### src/rtl/sample_accumulator.sv
// Batch sample accumulator feeding the rounding divider: sums up to MAX_COUNT
// unsigned samples and presents a stable, registered sum/count pair per batch.
module sample_accumulator #(
    parameter int DATA_W    = 8,
    parameter int SUM_W     = 13,
    parameter int CNT_W     = 5,
    parameter int MAX_COUNT = 31
) (
    input  logic              i_Clk,
    input  logic              i_Rst,
    input  logic              i_Start,
    input  logic              i_Sample_Valid,
    input  logic [DATA_W-1:0] i_Sample,
    input  logic              i_Done,
    output logic [SUM_W-1:0]  o_Dividendo,
    output logic [CNT_W-1:0]  o_Divisor,
    output logic              o_Valid,
    output logic              o_Busy,
    output logic              o_Error
);

    typedef enum logic [1:0] {IDLE, ACCUM, HOLD} state_t;

    localparam logic [SUM_W-1:0] SUM_MAX   = '1;
    localparam logic [CNT_W-1:0] CNT_LIMIT = CNT_W'(MAX_COUNT);

    state_t             state_reg, state_next;
    logic [SUM_W-1:0]   sum_reg, sum_next, sum_acc;
    logic [CNT_W-1:0]   cnt_reg, cnt_next, cnt_acc;
    logic [SUM_W-1:0]   dividendo_reg, dividendo_next;
    logic [CNT_W-1:0]   divisor_reg, divisor_next;
    logic               valid_reg, valid_next;
    logic               error_reg, error_next;
    logic               busy_reg;
    logic [SUM_W:0]     sum_wide;

    // One extra bit exposes the carry used for saturation.
    assign sum_wide = {1'b0, sum_reg} + (SUM_W+1)'(i_Sample);

    always_comb begin
        state_next     = state_reg;
        sum_next       = sum_reg;
        cnt_next       = cnt_reg;
        dividendo_next = dividendo_reg;
        divisor_next   = divisor_reg;
        valid_next     = 1'b0;
        error_next     = 1'b0;
        sum_acc        = sum_reg;
        cnt_acc        = cnt_reg;

        case (state_reg)
            IDLE: begin
                if (i_Start) begin
                    state_next = ACCUM;
                    sum_next   = '0;
                    cnt_next   = '0;
                end
            end
            ACCUM: begin
                if (i_Start) begin
                    sum_next = '0;
                    cnt_next = '0;
                end else begin
                    if (i_Sample_Valid) begin
                        sum_acc = sum_wide[SUM_W] ? SUM_MAX : sum_wide[SUM_W-1:0];
                        cnt_acc = cnt_reg + 1'b1;
                    end
                    sum_next = sum_acc;
                    cnt_next = cnt_acc;
                    // The closing sample is part of the batch, so decide on post-update values.
                    if (i_Done || (i_Sample_Valid && (cnt_acc == CNT_LIMIT))) begin
                        if (cnt_acc == '0) begin
                            state_next = IDLE;
                            error_next = 1'b1;
                        end else begin
                            state_next     = HOLD;
                            dividendo_next = sum_acc;
                            divisor_next   = cnt_acc;
                            valid_next     = 1'b1;
                        end
                    end
                end
            end
            HOLD: begin
                if (i_Start) begin
                    state_next = ACCUM;
                    sum_next   = '0;
                    cnt_next   = '0;
                end
            end
            default: state_next = IDLE;
        endcase
    end

    always_ff @(posedge i_Clk) begin
        if (!i_Rst) begin
            state_reg     <= IDLE;
            sum_reg       <= '0;
            cnt_reg       <= '0;
            dividendo_reg <= '0;
            divisor_reg   <= '0;
            valid_reg     <= 1'b0;
            error_reg     <= 1'b0;
            busy_reg      <= 1'b0;
        end else begin
            state_reg     <= state_next;
            sum_reg       <= sum_next;
            cnt_reg       <= cnt_next;
            dividendo_reg <= dividendo_next;
            divisor_reg   <= divisor_next;
            valid_reg     <= valid_next;
            error_reg     <= error_next;
            busy_reg      <= (state_next == ACCUM);
        end
    end

    assign o_Dividendo = dividendo_reg;
    assign o_Divisor   = divisor_reg;
    assign o_Valid     = valid_reg;
    assign o_Busy      = busy_reg;
    assign o_Error     = error_reg;

endmodule

### config.mk
export PLATFORM = sky130hd
export DESIGN_NAME = sample_accumulator
export DESIGN_NICKNAME = d
export VERILOG_FILES = /design/src/rtl/sample_accumulator.sv
export SDC_FILE = /design/constraint.sdc
export NUM_CORES = 1
export LEC_CHECK = 0
export ABC_AREA = 1
export CORE_MARGIN = 3
export CORE_UTILIZATION = 40
export DETAILED_ROUTE_END_ITERATION = 7
export PLACE_DENSITY = 0.7
export SLEW_MARGIN = 20
export SYNTH_ARGS = -nofsm -noshare
export SYNTH_HDL_FRONTEND = slang
export SYNTH_SLANG_ARGS = --single-unit
### constraint.sdc
create_clock -name i_Clk -period 1.6 [get_ports i_Clk]
set_input_delay 0.24 -clock i_Clk [delete_from_list [all_inputs] [get_ports i_Clk]]
set_output_delay 0.24 -clock i_Clk [all_outputs]
set_load 0.005 [all_outputs]
==> results of run 1 <==
-- what timing repair did --
action | in CTS | in global routing
setup endpoints to repair | 31 | 34
pin swaps | 31 | 26
setup buffers | 9 | 3
cloned | 1 | 1
resized for setup | 42 | 58
-- cell usage in the layout, fill, tap and decap left out, types with 2 or more instances in the layout --
master	count
dfxtp_2	9
nor2_4	4
buf_4	52
clkbuf_8	5
nand3_4	5
o22ai_2	3
nor2_1	49
nor3_1	2
a21oi_1	4
dfxtp_1	31
buf_6	5
nand4_1	10
nand2_1	110
nand3_2	8
o21ai_0	2
nand2_2	20
nand2_4	6
o21ai_1	4
ha_4	9
inv_1	65
inv_2	7
a21oi_2	4
buf_12	2
clkinv_2	2
dlygate4sd2_1	5
nand3_1	21
o22ai_1	6
nor2_2	9
dlymetal6s2s_1	4
clkdlybuf4s50_1	24
-- cells in the mapped netlist (all sizes together) --
library cell and instances:
clkbuf 4, nand3 34, nor3 2, buf 4, fa 1, nor2 62
inv 73, a21oi 8, nand4 10, ha 9, o22ai 9, o32ai 1
nand2 136, o21ai 6, dfxtp 41
-- final timing paths --
| kind | endpoint | cells after the start |
|---|---|---|
| setup / recovery | o_Dividendo[8]$_SDFFE_PN0P_ | 13 |
| hold / removal | o_Divisor[2]$_SDFFE_PN0P_ | 2 |
| hold reg to reg | o_Divisor[2]$_SDFFE_PN0P_ | 2 |
| setup reg to reg | o_Dividendo[8]$_SDFFE_PN0P_ | 13 |
-- final cells by class --
cell class                      instances  area [sq um]
Clock inverter                          2         10.01
Clock buffer                            6         72.57
Timing Repair Buffer                   94         873.3
Multi-Input combinational cell        278          1653
Inverter                               73         276.5
Tap cell                               72         90.09
Sequential cell                        41         835.8
Fill cell                             469          1898
-- power by group --
group,internal [mW],switching (mW),total [mW]
clock network,0.303,0.371,0.674
logic,0.224,0.231,0.455
registers,1.04,0.0161,1.06
-- kinds of logic (layout without fill, tap and decap cells) --
family / Yosys count / in the layout / share of synthesized area
simple gates: 244 / 244 / 0.4213
flops: 41 / 41 / 0.3354
buf+inv: 81 / 175 / 0.1339
compound gates: 24 / 24 / 0.05521
fa+ha+maj: 10 / 10 / 0.05419
-- metal layers --
metal	vias up	part of all wire	wire, um
met4	0	0.013	88
met5	-	0	0
met1	1256	0.41	2827
met2	45	0.55	3806
li1	1418	-	-
met3	9	0.032	225
-- worst min-delay path, stage by stage, from the launching register on --
cell,delay [ns]
dfxtp_1,0.34
nor2_1,0.05
nor2_1,0.07
==> flow_summary.json, run 1 <==
{
  "die_h_um": 84.22,
  "grt-ovfl-total": 0,
  "yosysSeqAreaShare": 0.3354,
  "path_clk_slew_ns": 0.08,
  "fin_ws_ns": -0.1192,
  "dpl.hpwl_mm": 4.663,
  "antenna_found_initial": 0,
  "yosys.area.top_type": "dfxtp_1",
  "rsz0062_at_grt": "yes",
  "avgSynthCellArea_sq_um": 6.118,
  "synth_warnings": 0,
  "wire_per_inst_um": 12.27,
  "drt_iter0_markers": 170,
  "cts_buffer_depth": 2,
  "ant_nets": 0,
  "required_ns": 1.80,
  "worstMarginPinSlew_ns": 0.4147,
  "min-delay-start": "o_Divisor[2]$_SDFFE_PN0P_",
  "tritoncts": "built",
  "core_sq_um": 5709,
  "clock-sinks": 41,
  "numCtsBuffers": 5,
  "period_minus_slack_ns": 1.719,
  "die-area_sq_um": 7093,
  "cts_hold_buf": 0,
  "hp-class": "reg2reg",
  "nNetsFinal": 516,
  "rows": 27,
  "fin_area_sq_um": 3811,
  "final_cells": 566,
  "critPathLaunchType": "flop",
  "hold_viol_final": 0,
  "setup_viol": 21,
  "run_status": "finished with violations",
  "yosysUniqueCellTypes": 24,
  "place_area_sq_um": 3216,
  "crit_type": "reg2reg",
  "clk_latency_ns": 0.30,
  "max_freq_ghz": 0.5817,
  "finalWirelength_mm": 6.947,
  "dp_slack_ns": -0.5410,
  "grt_max_degree": 20,
  "p_total_mw": 2.188,
  "cts-root-buf": "clkbuf_8",
  "io_buffers": 33,
  "met1_usage": 0.2112,
  "antenna_cells": 0,
  "viasPerCell": 4.820,
  "htreeDepth": 2,
  "die_w_um": 84.22,
  "dpl.cell_count": 544,
  "met2_usage": 0.3788,
  "max_stage_delay_ns": 0.35,
  "syn-num-nets": 423,
  "power.density_nw_per_um2": 574.0,
  "final_core_util": 0.6675,
  "initial_core_util": 0.4287,
  "holdWs_ns": 0.4875,
  "drive_above_1_share": 0.3138,
  "grt_pass1_wl_mm": 11.54,
  "syn_area_sq_um": 2447,
  "slew_headroom": 0.7232,
  "violations": "setup timing",
  "crit_buf_inv": 2,
  "cap_violations": 0,
  "use_met3": 0.03533,
  "worstPathMaxFanout": 6,
  "place.gp.congestion": 0.8570,
  "ios": 34,
  "finalSetupTns_ns": -1.093,
  "route.detailed.drc": 0,
  "leakage_nw": 1.876,
  "area_growth_pct": 55.73,
  "r2r_start": "sum_reg[0]$_SDFFE_PN0P_",
  "netlist.area_leader.share": 0.3354,
  "finalCritPeriodShare": 1.074,
  "maxSlewViolCount": 0,
  "crit_arrival_ns": 1.92,
  "vias": 2728,
  "grt_pass1_vias": 2747,
  "first_pass_iters": 4,
  "path_cells": "ha_4 > inv_2 > fa_2 > inv_2 > nand2_2 > nand2_2 > nand3_2 > nand3_4 > nand2_1 > nand2_1 > nand3_2 > nor2_2 > nor2_1",
  "syn_inst": 400,
  "busiest_layer": "met2",
  "crit_path_end_kind": "flop",
  "synth-seq-cells": 41,
  "grt_use_total": 0.1956,
  "critPathTopFamily": "simple AND/OR/NAND/NOR gates",
  "synthTopCellsByArea": "dfxtp_1 34%, nand2_1 20%, inv_1 11%",
  "skew_ns": 0.008624,
  "critPathLaunch": "sum_reg[0]$_SDFFE_PN0P_",
  "r2r_slack_ns": -0.12,
  "ir_worst_vdd_uv": 463.8,
  "cp_slowest_cell": "dfxtp_2"
}
No activity file was read; power rests on OpenSTA's default activity.
==> run 2: changes to the inputs <==
--- a/config.mk
+++ b/config.mk
@@ -10,7 +10,6 @@
 export CORE_UTILIZATION = 40
 export DETAILED_ROUTE_END_ITERATION = 7
 export PLACE_DENSITY = 0.7
-export SLEW_MARGIN = 20
 export SYNTH_ARGS = -nofsm -noshare
 export SYNTH_HDL_FRONTEND = slang
 export SYNTH_SLANG_ARGS = --single-unit
==> results of run 2 <==
Same layout as run 1: the final DEF is identical, and so are final timing and power.
==> run 3: changes to the inputs <==
--- a/config.mk
+++ b/config.mk
@@ -5,11 +5,11 @@
 export SDC_FILE = /design/constraint.sdc
 export NUM_CORES = 1
 export LEC_CHECK = 0
-export ABC_AREA = 1
 export CORE_MARGIN = 3
 export CORE_UTILIZATION = 40
 export DETAILED_ROUTE_END_ITERATION = 7
-export PLACE_DENSITY = 0.7
+export PLACE_DENSITY = 0.71
+export REMOVE_ABC_BUFFERS = 1
 export SYNTH_ARGS = -nofsm -noshare
 export SYNTH_HDL_FRONTEND = slang
 export SYNTH_SLANG_ARGS = --single-unit
==> run 3 against run 2 <==
Effect of this change: the run still ends with setup timing left; via count down 8.5%; sequential share of layout area grew 0.38 points; sequential power barely moved; clock power increased by 51%; critical path type unchanged.
==> flow_summary.json, run 3 <==
{
  "rsz0062_at_grt": "yes",
  "yosysSeqAreaShare": 0.3732,
  "tritoncts": "built",
  "yosys.area.top_type": "dfxtp_1",
  "vias": 2497,
  "violations": "setup timing",
  "r2r_start": "sum_reg[4]$_SDFFE_PN0P_",
  "cp_slowest_cell": "dfxtp_4",
  "dpl.cell_count": 415,
  "hp-class": "reg2reg",
  "crit_type": "reg2reg",
  "nNetsFinal": 388,
  "max_stage_delay_ns": 0.37,
  "synth_edf_count": 0,
  "switching_share": 0.2374,
  "drt_iter0_markers": 187,
  "path_clk_slew_ns": 0.09,
  "antenna_cells": 0,
  "initial_core_util": 0.4226,
  "grt-ovfl-total": 0,
  "ios": 34,
  "wire_per_inst_um": 17.39,
  "cts_buffer_depth": 2,
  "skew_ns": 0.007973,
  "critPathLaunchType": "flop",
  "die-area_sq_um": 6425,
  "place.gp.congestion": 0.9097,
  "avgSynthCellArea_sq_um": 8.428,
  "die_w_um": 80.16,
  "max_freq_ghz": 0.4921,
  "yosysMostFrequentCell": "dfxtp_1",
  "leakage_nw": 1.601,
  "finalWirelength_mm": 7.581,
  "dpl.hpwl_mm": 4.695,
  "intPower_mw": 1.833,
  "grt_pass1_wl_mm": 11.37,
  "fin_ws_ns": -0.4320,
  "clkPwrFrac": 0.423,
  "synthFlopType": "dfxtp_1",
  "grt_max_degree": 16,
  "area_growth_pct": 70.08,
  "critPathTopFamily": "compound AO/OA/AOI/OAI gates",
  "syn_inst": 261,
  "rows": 26,
  "slew_headroom": 0.7017,
  "crit_arrival_ns": 2.22,
  "final_common_cell": "buf_4",
  "critPathLaunch": "sum_reg[4]$_SDFFE_PN0P_",
  "grt_use_total": 0.2277,
  "min-delay-start": "o_Dividendo[2]$_SDFFE_PN0P_",
  "htreeDepth": 2,
  "worstMarginPinSlew_ns": 0.4464,
  "synth-seq-cells": 41,
  "hold_viol_final": 0,
  "synth_warnings": 0,
  "yosysUniqueCellTypes": 46,
  "synthArstFlopShare": 0,
  "clk_latency_ns": 0.30,
  "crit_path_end_kind": "flop",
  "clock-sinks": 41,
  "yosys-top-cells-count": "41 x dfxtp_1, 28 x nand2_1, 26 x o21ai_0",
  "route.detailed.drc": 0,
  "cap_violations": 0,
  "dp_slack_ns": -0.8643,
  "worstPathMaxFanout": 3,
  "p_total_mw": 2.404,
  "final_cells": 436,
  "place_area_sq_um": 3040,
  "antenna_found_initial": 0,
  "crit_buf_inv": 0,
  "syn_area_sq_um": 2200,
  "finalSetupTns_ns": -9.349,
  "ant_nets": 0,
  "cts_hold_buf": 0,
  "power.density_nw_per_um2": 642.5,
  "netlist.area_leader.share": 0.3732,
  "fin_area_sq_um": 3741,
  "power_frac_comb": 0.145,
  "finalCritPeriodShare": 1.270,
  "maxSlewViolCount": 0,
  "power_switching_mw": 0.5706,
  "first_pass_iters": 4,
  "grt_pass1_vias": 2290,
  "core_sq_um": 5205,
  "numCtsBuffers": 5,
  "setup_viol": 33,
  "synthTopCellsByArea": "dfxtp_1 37%, o21ai_0 5.9%, ha_1 5.1%",
  "die_h_um": 80.16,
  "drive_above_1_share": 0.4317,
  "seqPwrFrac": 0.432,
  "final_cell_mix": "67 x buf_4, 32 x dfxtp_1, 27 x nand2_1",
  "io_buffers": 33,
  "path_cells": "ha_4 > o211ai_1 > o21ai_2 > o2bb2ai_2 > nand2_2 > o32a_1 > a22o_1",
  "required_ns": 1.79,
  "cts-root-buf": "clkbuf_8",
  "period_minus_slack_ns": 2.032,
  "ir_worst_vdd_uv": 602.7,
  "run_status": "finished with violations",
  "viasPerCell": 5.727
}
## run 3: cell types whose count changed after synthesis, sizes merged, moves of 7 or more
cell,before,now
a21oi,8,17
a21o,0,7
o211a,0,9
inv,73,9
o2bb2ai,0,7
nand3,34,3
nor2,62,17
nand2,136,29
o21ai,6,28
## run 3: cells by family (layout without fill, tap and decap cells)
group,count (synthesis),after routing,synth area share
xor+xnor,10,10,0.03982
compound gates,97,97,0.2998
simple gates,80,80,0.1809
flops,41,41,0.3732
mux,1,1,0.004551
buf+inv,22,127,0.04153
fa+ha+maj,10,10,0.06030
## run 3: power groups by stage
| stage | Clock [mW] | Sequential [mW] | Combinational (mW) |
|---|---|---|---|
| floorplan | 0 | 1.06 | 0.113 |
| global placement | 0 | 1.06 | 0.262 |
| detailed placement | 0 | 1.06 | 0.268 |
| CTS | 1.03 | 1.04 | 0.320 |
| global route | 1.06 | 1.04 | 0.374 |
| finish | 1.02 | 1.04 | 0.349 |
## run 3: area by class of cell
class | instances | area, sq um
clock buffer | 5 | 68.82
clock inverter | 3 | 68.82
fill | 356 | 1464
inverter | 9 | 36.28
multi-input combinational | 198 | 1710
sequential | 41 | 834.6
tap | 70 | 87.58
timing repair buffer | 110 | 934.6
## run 3: final timing paths
kind / end / slack, ns / cells past startpoint
hold / removal: o_Dividendo[2]$_SDFFE_PN0P_ / 0.47 / 1
setup reg to reg: o_Dividendo[11]$_SDFFE_PN0P_ / -0.43 / 7
setup / recovery: o_Dividendo[11]$_SDFFE_PN0P_ / -0.43 / 7
hold reg to reg: o_Dividendo[2]$_SDFFE_PN0P_ / 0.47 / 1
## run 3: routing by layer
layer  global-route usage  share of wire  routed length [um]
met5                    0              0                   0
met4              0.07939          0.029                 223
met3              0.04596          0.056                 422
met2               0.3717           0.49                3704
met1               0.2973           0.43                3230
## run 3: through the flow
step / utilization / hold WS [ns]
6_report: 0.7188 / 0.4748
3_5_place_dp: 0.5841 / 0.4488
4_1_cts: 0.6925 / 0.4775
2_1_floorplan: - / 0.3617
5_1_grt: 0.7188 / 0.4949
3_3_place_gp: 0.5841 / 0.4496
## run 3: repair_timing
action	CTS	global route
gates resized for setup	107	20
buffers inserted	9	8
endpoints found under the setup margin	35	35
cloned	0	0
pin swaps	42	19
endpoints found under the hold margin	0	0
